--- src/rtl/aes_host_pkg.sv ---
// Shared types and constants for the byte-serial AES128 host initiator.
package aes_host_pkg;

    typedef enum logic [2:0] {
        ST_IDLE,
        ST_LOAD,
        ST_ISSUE,
        ST_WAIT,
        ST_DRAIN
    } host_state_e;

    localparam int   BLOCK_BYTES = 16;
    localparam logic MODE_ENC    = 1'b1;
    localparam logic MODE_DEC    = 1'b0;

endpackage

--- src/rtl/aes_byte_shift128.sv ---
// 128-bit byte shift register: bytes enter at [7:0] and leave from [127:120],
// with a byte counter and a flag marking a complete 16-byte block.
module aes_byte_shift128
    import aes_host_pkg::*;
#(
    parameter int CNT_W = 4
) (
    input  logic             clk_i,
    input  logic             rst_ni,
    input  logic             clear_i,
    input  logic             load_i,
    input  logic [127:0]     load_data_i,
    input  logic             shift_i,
    input  logic [7:0]       byte_i,
    output logic [127:0]     data_o,
    output logic [CNT_W-1:0] cnt_o,
    output logic             full_o
);

    localparam logic [CNT_W-1:0] LAST_BYTE = CNT_W'(BLOCK_BYTES - 1);

    logic [127:0]     data_q, data_d;
    logic [CNT_W-1:0] cnt_q, cnt_d;
    logic             full_q, full_d;

    // The first shift of a new pass drops the full flag; the 16th raises it again.
    always_comb begin
        data_d = data_q;
        cnt_d  = cnt_q;
        full_d = full_q;
        if (clear_i) begin
            cnt_d  = '0;
            full_d = 1'b0;
        end else if (load_i) begin
            data_d = load_data_i;
            cnt_d  = '0;
            full_d = 1'b1;
        end else if (shift_i) begin
            data_d = {data_q[119:0], byte_i};
            if (cnt_q == LAST_BYTE) begin
                cnt_d  = '0;
                full_d = 1'b1;
            end else begin
                cnt_d = cnt_q + CNT_W'(1);
                if (cnt_q == '0) begin
                    full_d = 1'b0;
                end
            end
        end
    end

    always_ff @(posedge clk_i or negedge rst_ni) begin
        if (!rst_ni) begin
            data_q <= '0;
            cnt_q  <= '0;
            full_q <= 1'b0;
        end else begin
            data_q <= data_d;
            cnt_q  <= cnt_d;
            full_q <= full_d;
        end
    end

    assign data_o = data_q;
    assign cnt_o  = cnt_q;
    assign full_o = full_q;

endmodule

--- src/rtl/aes128_byte_host.sv ---
// Host-side initiator for the AES128 core: gathers key/text bytes, issues the
// block over ReadRy/ReadEn, collects Result over WriteRy/WriteEn, streams it out.
module aes128_byte_host
    import aes_host_pkg::*;
#(
    parameter int TIMEOUT_CYCLES = 1024,
    parameter int CNT_W          = 4
) (
    input  logic         Clk,
    input  logic         RstN,
    input  logic [7:0]   InData,
    input  logic         InValid,
    input  logic         InIsKey,
    output logic         InReady,
    input  logic         ModeIn,
    output logic [7:0]   OutData,
    output logic         OutValid,
    input  logic         OutReady,
    output logic         ProgramSelector,
    output logic [127:0] UserText,
    output logic [127:0] Key,
    output logic         ReadyKey,
    output logic         ReadRy,
    input  logic         ReadEn,
    output logic         WriteRy,
    input  logic         WriteEn,
    input  logic [127:0] Result,
    output logic         Busy,
    output logic         Error
);

    localparam int               TMR_W     = $clog2(TIMEOUT_CYCLES + 2);
    localparam logic [TMR_W-1:0] TMO_LAST  = TMR_W'(TIMEOUT_CYCLES - 1);
    localparam logic [CNT_W-1:0] LAST_BYTE = CNT_W'(BLOCK_BYTES - 1);

    host_state_e      state_q, state_d;
    logic             read_ry_q, read_ry_d;
    logic             mode_q, mode_d;
    logic             error_q, error_d;
    logic [TMR_W-1:0] timer_q, timer_d;

    logic             in_load, key_take, txt_take, go_issue;
    logic             txt_clear, res_load, res_shift;
    logic [127:0]     key_data, txt_data, res_data;
    logic [119:0]     res_tail_unused;
    logic [CNT_W-1:0] key_cnt, res_cnt, txt_cnt_unused;
    logic             key_valid, txt_full, res_full_unused;

    // A key byte on the input in LOAD holds off issue so the key cannot change under the core.
    always_comb begin
        in_load  = (state_q == ST_LOAD);
        key_take = in_load && InValid && InIsKey;
        txt_take = in_load && InValid && !InIsKey && !txt_full;
        go_issue = in_load && txt_full && key_valid && (key_cnt == '0)
                   && !(InValid && InIsKey);
    end

    always_comb begin
        state_d   = state_q;
        read_ry_d = read_ry_q;
        mode_d    = mode_q;
        error_d   = error_q;
        timer_d   = '0;
        txt_clear = 1'b0;
        res_load  = 1'b0;
        res_shift = 1'b0;
        case (state_q)
            ST_IDLE: state_d = ST_LOAD;
            ST_LOAD: begin
                if (go_issue) begin
                    state_d = ST_ISSUE;
                    mode_d  = ModeIn ? MODE_ENC : MODE_DEC;
                end
            end
            ST_ISSUE: begin
                if (!read_ry_q) begin
                    read_ry_d = 1'b1;
                end else if (ReadEn) begin
                    read_ry_d = 1'b0;
                    state_d   = ST_WAIT;
                end
            end
            ST_WAIT: begin
                if (WriteEn) begin
                    res_load = 1'b1;
                    state_d  = ST_DRAIN;
                end else if ((TIMEOUT_CYCLES != 0) && (timer_q == TMO_LAST)) begin
                    error_d   = 1'b1;
                    txt_clear = 1'b1;
                    state_d   = ST_LOAD;
                end else begin
                    timer_d = timer_q + TMR_W'(1);
                end
            end
            ST_DRAIN: begin
                if (OutReady) begin
                    res_shift = 1'b1;
                    if (res_cnt == LAST_BYTE) begin
                        txt_clear = 1'b1;
                        state_d   = ST_LOAD;
                    end
                end
            end
            default: state_d = ST_IDLE;
        endcase
    end

    always_ff @(posedge Clk or negedge RstN) begin
        if (!RstN) begin
            state_q   <= ST_IDLE;
            read_ry_q <= 1'b0;
            mode_q    <= 1'b0;
            error_q   <= 1'b0;
            timer_q   <= '0;
        end else begin
            state_q   <= state_d;
            read_ry_q <= read_ry_d;
            mode_q    <= mode_d;
            error_q   <= error_d;
            timer_q   <= timer_d;
        end
    end

    aes_byte_shift128 #(.CNT_W(CNT_W)) u_key (
        .clk_i       (Clk),
        .rst_ni      (RstN),
        .clear_i     (1'b0),
        .load_i      (1'b0),
        .load_data_i ('0),
        .shift_i     (key_take),
        .byte_i      (InData),
        .data_o      (key_data),
        .cnt_o       (key_cnt),
        .full_o      (key_valid)
    );

    aes_byte_shift128 #(.CNT_W(CNT_W)) u_text (
        .clk_i       (Clk),
        .rst_ni      (RstN),
        .clear_i     (txt_clear),
        .load_i      (1'b0),
        .load_data_i ('0),
        .shift_i     (txt_take),
        .byte_i      (InData),
        .data_o      (txt_data),
        .cnt_o       (txt_cnt_unused),
        .full_o      (txt_full)
    );

    aes_byte_shift128 #(.CNT_W(CNT_W)) u_result (
        .clk_i       (Clk),
        .rst_ni      (RstN),
        .clear_i     (1'b0),
        .load_i      (res_load),
        .load_data_i (Result),
        .shift_i     (res_shift),
        .byte_i      (8'h00),
        .data_o      (res_data),
        .cnt_o       (res_cnt),
        .full_o      (res_full_unused)
    );

    assign res_tail_unused = res_data[119:0];

    assign InReady         = in_load && (InIsKey || !txt_full);
    assign ReadRy          = read_ry_q;
    assign WriteRy         = (state_q == ST_WAIT);
    assign OutValid        = (state_q == ST_DRAIN);
    assign OutData         = res_data[127:120];
    assign ProgramSelector = mode_q;
    assign UserText        = txt_data;
    assign Key             = key_data;
    assign ReadyKey        = key_valid;
    assign Busy            = (state_q == ST_ISSUE) || (state_q == ST_WAIT) || (state_q == ST_DRAIN);
    assign Error           = error_q;

endmodule

--- config.mk ---
export PLATFORM = sky130hd
export DESIGN_NAME = aes128_byte_host
export DESIGN_NICKNAME = d
export VERILOG_FILES = /design/src/rtl/aes_host_pkg.sv /design/src/rtl/aes_byte_shift128.sv /design/src/rtl/aes128_byte_host.sv
export SDC_FILE = /design/constraint.sdc
export NUM_CORES = 1
export LEC_CHECK = 0
export CORE_ASPECT_RATIO = 0.75
export CORE_UTILIZATION = 51
export DETAILED_ROUTE_END_ITERATION = 12
export PLACE_DENSITY = 0.79
export SLEW_MARGIN = 10
export SYNTH_ARGS = -nofsm -noshare
export SYNTH_HDL_FRONTEND = slang
export SYNTH_HIERARCHICAL = 1
export SYNTH_SLANG_ARGS = --single-unit
--- constraint.sdc ---
create_clock -name Clk -period 2.8 [get_ports Clk]
set_input_delay 0.56 -clock Clk [delete_from_list [all_inputs] [get_ports Clk]]
set_output_delay 0.56 -clock Clk [all_outputs]
set_load 0.005 [all_outputs]
==> summary.md <==
| Metric | Value |
|---|---|
| Worst hold path depth | 2 |
| Syn Inst Count | 1,835 |
| Total Power | 20.2 mW |
| Post-CTS setup buffer count | 0 |
| Ys Warns | 6 |
| Initial drt markers | 926 |
| Largest net degree at the start of global routing | 135 |
| Slew headroom | 55.8% |
| Max-cap violations | 0 |
| Crit Path Max Fanout | 8 |
| Busiest grt layer | met2 |
| Via/cell ratio | 5.00 |
| Number of iterations in the first detailed-routing pass | 4 |
| Met2 usage | 41.2% |
| Min Tclk post-route | 2.72 ns |
| Skew final | 0.00860 ns |
| RSZ-0062 raised after global routing | yes |
| Final net count | 2,621 |
| Crit. End Element | primary output |
| Met1 global-route usage | 33.1% |
| Drt wl/cell | 16.7 µm |
| Hold_sp | u_text/data_o[126]$_DFFE_PN0P_ |
| CTS tree | done |
| Tightest Pin Transition | 0.661 ns |
| Placement Cell Area | 24,800 µm² |
| Routed wire length | 50.3 mm |
| Lkg Pwr | 11.9 nW |
| Row count | 61 |
| Final Hold Fails | 0 |
| CTS buffer count | 42 |
| Avg Inst Size Synth | 10.5 µm² |
| DRC viols | 0 |
| Worst hold path class | register to register |
| Final worst slack | 0.0821 ns |
| CP peak stage delay | 0.56 ns |
| Worst-skew pair later-pin latency | 0.54 ns |
| Crit Path Class | register to primary output |
| Die extent in y | 171 µm |
| Critical Path AT | 2.16 ns |
| Ports | 416 |
| CTS sink count | 415 |
| H-tree lvl count | 2 |
| Via count | 15.1k |
| Clock slew at reported path FFs | 0.06 ns |
| # port buffers | 415 |
| Placer congestion estimate | 0.849 |
| Flop-to-flop setup slack | 0.15 ns |
| Max frequency | 368 MHz |
| Dpl hpwl | 35.4 mm |
| Pre-CTS WS | 0.0751 ns |
| Hold_ws | 0.475 ns |
| Status | completed |
| Critical Path RT | 2.24 ns |
| Initial core utilization | 52.0% |
| CP delay by family, top | buffers and inverters |
| Slew Viols, Final | 0 |
| Number of global-route vias before repair | 14.5k |
| Final ANT Viol Nets | 0 |
| VDD IR-drop max | 0.000535 V |
| Area Growth Syn to Fin | 36.4% |
| Hold EP | u_text/data_o[126]$_DFFE_PN0P_ |
| GR Overflow Total | 0 |
| Reg2reg start | timer_q[0]$_DFF_PN0_ |
| Post-layout instance area | 26,400 µm² |
| Commonest non-fill, non-tap cells in the layout | dfrtp_1, clkdlybuf4s50_1, nand2_1, mux2i_1, o21ai_0 |
| Final period util | 97.1% |
| RR Endpoint | u_text/data_o[17]$_DFFE_PN0P_ |
| GR Util All Layers | 25.5% |
| Share of layout cells above drive strength 1 | 4.83% |
| CP cell instances | inv_1 > or3_1 > o21ai_0 > clkdlybuf4s50_1 |
| Initial antenna violation count | 7 |
| Power per cell area | 765 nW/µm² |
| CORE AREA | 37,200 µm² |
| Die area | 38,700 µm² |
| Worst path slowest cell | clkdlybuf4s50_1 |
| Final setup viols | 0 |
| Worst path bufs/invs | 2 |
| Met3 usage | 6.63% |
| Worst setup SP type | register |
| Global-route wire length before repair | 77.6 mm |
| Die X | 227 µm |
| Synthesized area | 19,300 µm² |
| Reg2reg path depth | 7 |
| Finished Core Util | 70.9% |
| Clock buffer depth | 3 |
| Clock Tree Root | clkbuf_16 |
-- power breakdown --
| group | total (mW) | internal (mW) | switching, mW |
|---|---|---|---|
| registers | 8.79 | 7.60 | 1.19 |
| clock network | 6.05 | 3.67 | 2.38 |
| logic | 5.32 | 2.90 | 2.42 |
| total | 20.2 | 14.2 | 5.99 |
-- registers in the layout (all words and copies together), names as in the netlist, 3 cells and up --
register	flops
state_q	3
timer_q	11
u_key/cnt_o	4
u_key/data_o	128
u_result/cnt_o	4
u_result/data_o	128
u_text/cnt_o	4
u_text/data_o	128
-- how the worst max path moves through the flow --
stage	startpoint	endpoint	cells after the start	slack (ns)
after floorplan	timer_q[0]$_DFF_PN0_	u_text/data_o[63]$_DFFE_PN0P_	11	0.34
after global placement	OutReady	u_text/data_o[124]$_DFFE_PN0P_	7	0.20
after detailed placement	OutReady	u_text/data_o[124]$_DFFE_PN0P_	7	0.08
after CTS	state_q[2]$_DFFE_PN0P_	Busy	4	0.001
after global routing	state_q[0]$_DFFE_PN0P_	InReady	3	-0.0005
final	state_q[2]$_DFFE_PN0P_	Busy	4	0.08
-- layer usage --
layer	vias to the layer above	wire [µm]
met5	-	37
met4	6	1540
met3	103	3440
met2	347	24100
met1	7219	21100
li1	7379	-
-- worst min-delay path: stages (launching register included) --
cell,delay (ns)
dfrtp_1,0.34
nand2_1,0.04
o21ai_0,0.06
-- what timing repair did --
action                                  4_1_cts  5_1_grt
hold endpoints to repair                     54        0
endpoints found under the setup margin        0       19
resized for setup                             0        2
hold buffers                                  1        0
-- through the flow --
step | cells | TNS [ns]
final | 3013 | 0
after detailed placement | 2929 | 0
after floorplan | 2111 | 0
after global placement | 2929 | 0
after CTS | 3008 | 0
after global routing | 3011 | -0.000459
-- layout make-up --
| type | instances | area [µm²] |
|---|---|---|
| clock buffer | 60 | 1290 |
| fill | 2753 | 10800 |
| antenna | 5 | 12.5 |
| tap | 504 | 631 |
| inverter | 11 | 41.3 |
| timing repair buffer | 448 | 4640 |
| clock inverter | 18 | 215 |
| multi-input combinational | 1552 | 9150 |
| sequential | 415 | 10400 |
Power figures use the tool's default switching activity.
